$ cat src/rtl/reg_scoreboard.sv
`default_nettype none
// ============================================================================
// Module   : reg_scoreboard
// Brief    : Per-register in-flight write counters with issue-stall logic.
// Revision : 1.0
// ============================================================================
module reg_scoreboard #(
  parameter int CNT_W     = 2,
  parameter bit WB_BYPASS = 1'b1
) (
  input  logic        clk,
  input  logic        rst_n,
  input  logic        issue_valid,
  input  logic        issue_we,
  input  logic [4:0]  issue_dst,
  input  logic [4:0]  src_a,
  input  logic [4:0]  src_b,
  input  logic        wb_valid,
  input  logic [4:0]  wb_dst,
  input  logic        flush,
  output logic        stall,
  output logic        busy_a,
  output logic        busy_b,
  output logic [31:0] pending,
  output logic [7:0]  inflight,
  output logic        wb_err
);

  localparam logic [CNT_W-1:0] c_cnt_max = '1;
  localparam logic [CNT_W-1:0] c_cnt_one = CNT_W'(1);

  // Entry 0 is reset and never updated, so it reads as zero everywhere.
  logic [CNT_W-1:0] r_cnt [32];
  logic [CNT_W-1:0] w_nxt [32];
  logic [31:0]      r_pending;
  logic [7:0]       r_inflight;
  logic             r_err;

  logic [CNT_W-1:0] w_cnt_a, w_cnt_b, w_cnt_d, w_cnt_w;
  logic             w_full, w_accept, w_wb_hit, w_same, w_err_set;
  logic [31:0]      w_pend;
  logic [7:0]       w_sum;

  assign w_cnt_a = r_cnt[src_a];
  assign w_cnt_b = r_cnt[src_b];
  assign w_cnt_d = r_cnt[issue_dst];
  assign w_cnt_w = r_cnt[wb_dst];

  // A retiring last write hides the hazard in the same cycle.
  assign busy_a = (w_cnt_a != '0) &&
                  !(WB_BYPASS && wb_valid && (wb_dst == src_a) && (w_cnt_a == c_cnt_one));
  assign busy_b = (w_cnt_b != '0) &&
                  !(WB_BYPASS && wb_valid && (wb_dst == src_b) && (w_cnt_b == c_cnt_one));

  assign w_full = issue_we && (issue_dst != 5'd0) && (w_cnt_d == c_cnt_max) &&
                  !(wb_valid && (wb_dst == issue_dst));
  assign stall  = issue_valid && (busy_a || busy_b || w_full);

  assign w_accept  = issue_valid && !stall && issue_we && (issue_dst != 5'd0);
  assign w_wb_hit  = wb_valid && (wb_dst != 5'd0);
  assign w_same    = w_accept && w_wb_hit && (issue_dst == wb_dst);
  assign w_err_set = w_wb_hit && (w_cnt_w == '0) && !w_same;

  always_comb begin
    w_sum  = '0;
    w_pend = '0;
    for (int i = 0; i < 32; i++) begin
      w_nxt[i] = r_cnt[i];
      if (i != 0) begin
        if (flush)
          w_nxt[i] = '0;
        else if (w_accept && (issue_dst == 5'(i)) && !(wb_valid && (wb_dst == 5'(i))))
          w_nxt[i] = r_cnt[i] + c_cnt_one;
        else if (wb_valid && (wb_dst == 5'(i)) && (r_cnt[i] != '0) &&
                 !(w_accept && (issue_dst == 5'(i))))
          w_nxt[i] = r_cnt[i] - c_cnt_one;
      end
      w_pend[i] = (w_nxt[i] != '0);
      w_sum     = w_sum + 8'(w_nxt[i]);
    end
  end

  always_ff @(posedge clk or negedge rst_n) begin
    if (!rst_n) begin
      for (int i = 0; i < 32; i++) r_cnt[i] <= '0;
      r_pending  <= '0;
      r_inflight <= '0;
      r_err      <= 1'b0;
    end else begin
      for (int i = 0; i < 32; i++) r_cnt[i] <= w_nxt[i];
      r_pending  <= w_pend;
      r_inflight <= w_sum;
      if (w_err_set) r_err <= 1'b1;
    end
  end

  assign pending  = r_pending;
  assign inflight = r_inflight;
  assign wb_err   = r_err;

endmodule
`default_nettype wire

$ cat config.mk
export PLATFORM = sky130hd
export DESIGN_NAME = reg_scoreboard
export DESIGN_NICKNAME = d
export VERILOG_FILES = /design/src/rtl/reg_scoreboard.sv
export SDC_FILE = /design/constraint.sdc
export NUM_CORES = 1
export LEC_CHECK = 0
export ABC_AREA = 1
export BUFFER_PORTS_ARGS = -buffer_cell sky130_fd_sc_hd__buf_2
export CORE_MARGIN = 4
export CORE_UTILIZATION = 35
export CTS_BUF_LIST = sky130_fd_sc_hd__clkbuf_8
export CTS_CLUSTER_DIAMETER = 200
export DETAILED_ROUTE_END_ITERATION = 8
export GPL_TIMING_DRIVEN = 0
export SLEW_MARGIN = 0
export SYNTH_ARGS = -nofsm -noshare
export SYNTH_HDL_FRONTEND = slang
export SYNTH_SLANG_ARGS = --single-unit
export TNS_END_PERCENT = 5
$ cat constraint.sdc
create_clock -name clk -period 7.3 [get_ports clk]
set_clock_uncertainty 0.1 [all_clocks]
set_input_delay 1.095 -clock clk [delete_from_list [all_inputs] [get_ports clk]]
set_output_delay 1.095 -clock clk [all_outputs]
set_load 0.005 [all_outputs]
## Word level (Yosys, flattened, before mapping)

Cells that the tools add are included.
Widths: inputs -> output; s select.

| word-level totals | value |
|---|---|
| register bits | 102 |
| output and inout port bits | 44 |

| cells by class | value |
|---|---|
| $add $sub $neg | 92 |
| magnitude comparators | 4 |
| eq/ne operators | 69 |
| muxes and demuxes | 105 |
| bitwise operators | 4 |
| reduce and logical (&&, ||, !) cells | 310 |

Operators by type and width:

| kind | count |
|---|---|
| $mux 2 | 101 |
| $add 8x2->8 | 24 |
| $logic_and 1x1->1 | 174 |
| $eq 5x5->1 const B | 32 |
| $reduce_bool 2->1 | 64 |
| $eq 5x4->1 const B | 16 |
| $logic_not 1->1 | 67 |
| $add 2x1->2 const B | 31 |
| $sub 2x1->2 const B | 31 |
| $bmux 2 s5 | 4 |
| $eq 5x3->1 const B | 8 |
| $ge 6x6->1 const B | 4 |
| $not 5->6 | 4 |
| $eq 5x2->1 const B | 4 |
| $eq 5x5->1 | 4 |
| $eq 5x1->1 const B | 2 |
| $reduce_bool 5->1 | 2 |
| $add 7x2->8 | 1 |
| $add 6x2->7 | 1 |
| $add 5x2->6 | 1 |
| $add 4x2->5 | 1 |
| $add 3x2->4 | 1 |
| $eq 2x1->1 const B | 2 |
| $add 2x2->3 | 1 |
| 3 further kinds | 4 |

## Depth between registers and ports, before layout

Gate-level depths: netlist of the first run.

| logic depth | value |
|---|---|
| depth after elaboration | 51 |
| gate-level depth with buffers | 39 |
| gate-level depth less buffers | 37 |

## Worst setup path after synthesis of the first run

OpenSTA, ideal clock, no wires.

| timing | value |
|---|---|
| kind | input port to flip-flop |
| start point | in src_a[0] |
| end point | reg r_inflight[6], in the netlist inflight[6] |
| arrival | 7368 ps |
| slack | -286 ps |
| stages | 36 |
| buffers on the path | 3 |
| path through | buf_4 -> inv_4 -> buf_4 -> nand2_1 -> nand3_1 -> nand3_1 -> nand3_1 -> nand3_1 -> nand3_1 -> nand2_1 -> nor2_4 -> nand3_4 -> inv_2 -> buf_4 -> nand3_2 -> nor2_1 -> nor2_1 -> nand2_1 -> inv_1 -> fa_1 -> inv_1 -> fa_1 -> fa_1 -> inv_1 -> fa_1 -> fa_1 -> fa_1 -> inv_1 -> fa_1 -> inv_1 -> ha_1 -> nand2_1 -> nor2_1 -> a211oi_1 -> o21bai_1 -> a21o_1 |

RTL lines:

| item | line | RTL |
|---|---|---|
| start: declaration | 16 | `input logic [4:0] src_a,` |
| end signal: assignment | 92 | `r_inflight <= w_sum;` |
| end: declaration | 36 | `logic [7:0] r_inflight;` |

==> flow_summary.ini, run 1 <==
[sta]
setup_violations = 5
tns_ns = -1.74
finalCritPeriodShare_pct = 106
period_needed_ns = 7.75
slew_headroom_pct = 26.1
slew_viol_final = 0
rsz0062_at_grt = true
fin_ws_ns = -0.451
worst_slew_pin_slew_ns = 1.11
hold-worst-slack_ns = 0.416
hold_viol_final = 0
timing.fmax_ghz = 0.129

[power]
p_total_uw = 1210
p_switching_uw = 408
p_sw_share_pct = 33.8
power_frac_seq_pct = 46.5
clockPowerShare_pct = 32.5
pwr_density_cell_mw_per_mm2 = 95.9
p_leak_uw = 0.00681
worst_ir_drop_vdd_uv = 78.9
intPower_uw = 799
comb_power_share_pct = 21.0

[worst_hold_path]
hold_path.class = in2async

[clock_tree]
cts_tree = yes
h-tree-depth = 3
cts_root_buf = clkbuf_8
cts_buffers = 9
cts_buffer_depth = 2
clkSlewWorstSetupHoldPaths_ns = 0.12
insertion_delay_ns = 0.42
postCtsHoldBufs = 0
clock_sinks = 101

[synth]
synthTopCellsByArea = dfrtp_1 23%, nand2_1 15%, nand3_1 12%
yosys.cell_count.top_type = nand2_1
synth_compound_area_share_pct = 5.34
synth.cell_area_mm2 = 0.0110
synth_seq_area_share_pct = 23.1
ys_top_cells_by_count = 439 x nand2_1, 319 x inv_1, 253 x nand3_1
synthMuxAreaShare_pct = 0
synth.largest_area_cell = dfrtp_1
synth-simple-area-share_pct = 41.1
ys_ff_latch = 101
synth_cell_types = 41
synthFlopType = dfrtp_1
synth_edf_count = 0
synth_xor_area_share_pct = 0.639
syn_avg_cell_area_um2 = 6.56
synthArstFlopShare_pct = 100
postSynthCellCount = 1672
synth_top_area_share_pct = 23.1
yosys_warnings = 0
synth_top_family_by_area = simple AND/OR/NAND/NOR gates
synth_fa_ha_area_share_pct = 15.1

[layout]
fin_nets = 1887
fin_area_mm2 = 0.0126
antennaDiodeCount = 0
layout-drive-gt1-share_pct = 14.0
synthToLayoutAreaGrowth_pct = 14.9
nFillCells = 3298
final_cells = 2164

[placed_design]
place_congestion = 1.03
dp_cells = 2129
place.port_buffers = 59
dp_hpwl_um = 39000
dpl_cell_area_mm2 = 0.0120

[floorplan]
rows = 64
die_x_um = 185
die_y_um = 185
boundaryPins = 70
core_area_mm2 = 0.0307
start_util_pct = 35.7
die_area_mm2 = 0.0342

[detailed_routing]
vias_per_cell = 5.47
first_pass_iters = 6
ant_nets = 0
wl_per_cell_um = 22.8
via_count = 11800
drc_errors = 0
totalWireLength_um = 49300
drt-initial-drc-count = 1425

[setup_path]
reg2reg_setup_slack_ns = -0.19
crit_fanout = 10
critPathKind = in2reg
crit_path_frequent_cell = fa_1
crit_slowest_cell = fa_2
cp-start-kind = input port
cp-end-kind = flip-flop
cp_data_arrival_time_ns = 7.99
worstPathRequired_ns = 7.54
max_stage_delay_ns = 0.55

[global_routing]
grt_overflow_total = 0
grt_max_degree = 80
grt_pass1_wl_um = 73400
antenna_found_initial = 0
grt_usage_pct = 29.0
grt_pass1_vias = 11500

[job]
drv_cap = 0

[outcome]
status = finished, violations left
failed_checks = negative setup slack
[path summary, 6_finish.rpt]
| kind | startpoint | to | depth (start not counted) |
|---|---|---|---|
| worst max-delay path | src_a[1] | inflight[5]$_DFF_PN0_ | 34 |
| worst min-delay path | rst_n | pending[16]$_DFF_PN0_ | 1 |
| worst max register to register | r_cnt[1]$_DFF_PN0_ | inflight[5]$_DFF_PN0_ | 33 |
| worst min register to register | wb_err$_DFFE_PN0P_ | wb_err$_DFFE_PN0P_ | 1 |
| max in group asynchronous | rst_n | r_cnt[50]$_DFF_PN0_ | 2 |
| min in group clk | wb_err$_DFFE_PN0P_ | wb_err$_DFFE_PN0P_ | 1 |
[metal layers]
layer | track usage [%] | vias up | share of wire [%] | routed length (um)
met4 | 12.4 | 0 | 4.9 | 2420
met5 | 0 | - | 0 | 0
met1 | 39.9 | 5656 | 43 | 21200
met2 | 45.5 | 611 | 44 | 21700
met3 | 4.75 | 115 | 8.0 | 3920
li1 | - | 5457 | - | -
[worst max-delay path: cells and delay by family]
family                     cells  cell delay (ns)
and+or+nand+nor               11             1.13
adders and majority gates      9             3.91
buffers and inverters         11             1.37
xor gates and xnor gates       1             0.17
AOI/OAI and AO/OA              2             0.26
[metrics by stage]
step	worst slack, ns	utilization, %
2_1_floorplan	-0.120	-
5_1_grt	-0.655	41.0
6_report	-0.451	41.0
3_5_place_dp	-1.55	38.9
3_3_place_gp	-1.53	38.8
4_1_cts	-0.388	40.5
[timing repair]
item	4_1_cts	5_1_grt
setup endpoints to repair	6	6
setup buffers	16	4
gates resized for setup	63	28
pin swaps	21	16
cloned	0	0
[cell families (layout without fill, tap and decap cells)]
logic type / after synthesis / in the layout
AND/OR/NAND/NOR: 967 / 967
AO/OA/AOI/OAI: 101 / 101
XOR/XNOR: 8 / 8
adder cells (fa/ha/maj): 98 / 98
flip-flops: 101 / 101
buffers and inverters: 396 / 491
other: 1 / 2
[power groups by stage]
stage | Combinational [uW] | Clock, uW | Sequential, uW
after floorplan | 131 | 0 | 572
after global placement | 225 | 0 | 572
after detailed placement | 226 | 0 | 572
after CTS | 240 | 403 | 561
after global routing | 267 | 419 | 562
final | 253 | 393 | 561
[flip-flops by register name, summed over array words and instances, names as in the netlist]
| name | count |
|---|---|
| r_cnt | 62 |
| pending | 31 |
| inflight | 7 |
| wb_err | 1 |
[final cells by class]
| class | instances | area [um^2] | area share (%) |
|---|---|---|---|
| Clock buffer | 10 | 138 | 1.09 |
| Clock inverter | 6 | 56.3 | 0.447 |
| Sequential cell | 101 | 2530 | 20.1 |
| Tap cell | 396 | 495 | 3.93 |
| Multi-Input combinational cell | 1176 | 7010 | 55.7 |
| Inverter | 337 | 1290 | 10.2 |
| Buffer | 58 | 532 | 4.22 |
| Timing Repair Buffer | 80 | 543 | 4.31 |
[layout by cell type, fill, tap and decap left out, types with 3 or more instances in the layout]
| cell type | count |
|---|---|
| nand2_2 | 5 |
| inv_2 | 24 |
| o21ai_1 | 11 |
| buf_2 | 63 |
| a21oi_1 | 47 |
| clkbuf_2 | 5 |
| xor2_1 | 6 |
| buf_12 | 11 |
| dfrtp_1 | 101 |
| clkinv_1 | 4 |
| nand4_4 | 12 |
| nor4_1 | 7 |
| buf_6 | 17 |
| clkinvlp_4 | 3 |
| nand3_2 | 26 |
| nand3_1 | 246 |
| nor2_1 | 156 |
| o21ai_0 | 8 |
| nand2_1 | 433 |
| buf_4 | 24 |
| nand4_1 | 58 |
| ha_1 | 39 |
| inv_1 | 307 |
| fa_2 | 10 |
| clkbuf_1 | 10 |
| buf_8 | 3 |
| nor2_2 | 4 |
| fa_1 | 47 |
| o211ai_1 | 20 |
| nor2_4 | 10 |
| o22ai_1 | 5 |
| nand2_4 | 4 |
| clkbuf_8 | 11 |
(Power assumes the default switching activity.)
==> inputs of run 2 (changes only) <==
--- a/config.mk
+++ b/config.mk
@@ -13,7 +13,8 @@
 export CTS_CLUSTER_DIAMETER = 200
 export DETAILED_ROUTE_END_ITERATION = 8
 export GPL_TIMING_DRIVEN = 0
-export SLEW_MARGIN = 0
+export PLACE_DENSITY_LB_ADDON = 0.15
+export SLEW_MARGIN = 20
 export SYNTH_ARGS = -nofsm -noshare
 export SYNTH_HDL_FRONTEND = slang
 export SYNTH_SLANG_ARGS = --single-unit
==> flow_summary.ini, run 2 (synthesized netlist as in run 1, its figures left out) <==
[power]
pwr_density_cell_mw_per_mm2 = 93.0
p_leak_uw = 0.00725
p_total_uw = 1270
worst_ir_drop_vdd_uv = 88.9
comb_power_share_pct = 24.5
p_switching_uw = 434
clockPowerShare_pct = 31.1
intPower_uw = 832
power_frac_seq_pct = 44.4
p_sw_share_pct = 34.3

[sta]
hold_viol_final = 0
rsz0062_at_grt = true
period_needed_ns = 7.60
tns_ns = -1.31
slew_headroom_pct = 26.3
worst_slew_pin_slew_ns = 1.11
slew_viol_final = 0
finalCritPeriodShare_pct = 104
hold-worst-slack_ns = 0.468
fin_ws_ns = -0.298
setup_violations = 5
timing.fmax_ghz = 0.132

[setup_path]
max_stage_delay_ns = 0.56
worstPathRequired_ns = 7.58
cp-end-kind = flip-flop
crit_path_frequent_cell = fa_2
crit_slowest_cell = fa_2
cp_data_arrival_time_ns = 7.87
cp-start-kind = input port
crit_fanout = 6
critPathKind = in2reg

[global_routing]
grt_overflow_total = 0
grt_pass1_wl_um = 73300
grt_max_degree = 55
antenna_found_initial = 0
grt_usage_pct = 29.4
gr-usage-met1_pct = 41.5
grt_pass1_vias = 11200
use_met3_pct = 5.16
grt.busiest_layer = met2
grt_use_met2_pct = 45.2

[layout]
fin_nets = 1929
regArea_mm2 = 0.00253
largest_reg_flops = 62
largest-register = r_cnt
layout_common_cells = 425 x nand2_1, 296 x inv_1, 218 x nand3_1
multiInputGateArea_mm2 = 0.00727
fin_area_mm2 = 0.0136
nFillCells = 3318
synthToLayoutAreaGrowth_pct = 24.1
layout-drive-gt1-share_pct = 19.7
layout_commonest_cell = nand2_1
antennaDiodeCount = 0

[outcome]
failed_checks = negative setup slack
status = finished, violations left

[detailed_routing]
wl_per_cell_um = 23.2
via_count = 12200
drc_errors = 0
drt-initial-drc-count = 1472
totalWireLength_um = 51300
first_pass_iters = 6
ant_nets = 0
vias_per_cell = 5.52

[worst_hold_path]
hold_path.class = reg2reg

[placed_design]
dp_hpwl_um = 39600
pre_cts_ws_ns = -1.62
place_congestion = 1.04
dpl_cell_area_mm2 = 0.0120
place.port_buffers = 59

[clock_tree]
postCtsHoldBufs = 0
insertion_delay_ns = 0.44
clkSlewWorstSetupHoldPaths_ns = 0.12
cts_buffers = 9
h-tree-depth = 3
clock_sinks = 101
cts_tree = yes
cts_buffer_depth = 2
cts_root_buf = clkbuf_8

[floorplan]
core_area_mm2 = 0.0307
die_area_mm2 = 0.0342
boundaryPins = 70
start_util_pct = 35.7
die_x_um = 185
rows = 64
die_y_um = 185

[job]
drv_cap = 0
-- run 2: stage by stage --
step / instances / utilization (%)
6_report: 2206 / 44.3
4_1_cts: 2167 / 41.0
2_1_floorplan: 1673 / -
3_3_place_gp: 2128 / 38.8
3_5_place_dp: 2129 / 38.9
5_1_grt: 2206 / 44.3
-- run 2: metal layers --
layer	wire (um)	part of all wire [%]	up-vias
met5	0	0	-
met4	2520	4.9	0
met3	4690	9.2	123
met2	22000	43	634
met1	22000	43	5885
li1	-	-	5537
-- run 2: what timing repair did --
item                       4_1_cts  5_1_grt
pin swaps                       20       72
setup endpoints to repair        6        6
cloned                           1       11
setup buffers                   21       28
resized for setup               77      144
-- run 2: path summary, 6_finish.rpt --
path	depth (start not counted)	endpoint	start	slack, ns
setup / recovery	36	inflight[5]$_DFF_PN0_	src_a[0]	-0.30
hold / removal	1	wb_err$_DFFE_PN0P_	wb_err$_DFFE_PN0P_	0.47
setup reg to reg	34	inflight[5]$_DFF_PN0_	r_cnt[20]$_DFF_PN0_	-0.13
hold reg to reg	1	wb_err$_DFFE_PN0P_	wb_err$_DFFE_PN0P_	0.47
max in group asynchronous	2	r_cnt[59]$_DFF_PN0_	rst_n	5.90
min in group asynchronous	1	r_cnt[14]$_DFF_PN0_	rst_n	0.49
-- run 2: critical path: cells and delay by family --
kind / cells / cell delay [ns]
buffers and inverters: 11 / 0.95
adder cells (fa/ha/maj): 9 / 4.01
AO/OA/AOI/OAI: 1 / 0.17
XOR/XNOR: 1 / 0.15
AND/OR/NAND/NOR: 14 / 1.46
-- run 2: power groups by stage --
stage | registers, uW | clock network (uW) | logic [uW]
floorplan | 572 | 0 | 131
global placement | 572 | 0 | 227
detailed placement | 572 | 0 | 228
CTS | 561 | 410 | 248
global route | 562 | 430 | 324
finish | 561 | 393 | 311
-- run 2: layout make-up --
| class | count | share of cell area [%] |
|---|---|---|
| Sequential cell | 101 | 18.6 |
| Buffer | 59 | 5.20 |
| Inverter | 337 | 9.76 |
| Tap cell | 396 | 3.64 |
| Clock inverter | 7 | 0.542 |
| Multi-Input combinational cell | 1176 | 53.4 |
| Timing Repair inverter | 1 | 0.0644 |
| Timing Repair Buffer | 120 | 7.91 |
| Clock buffer | 9 | 0.910 |
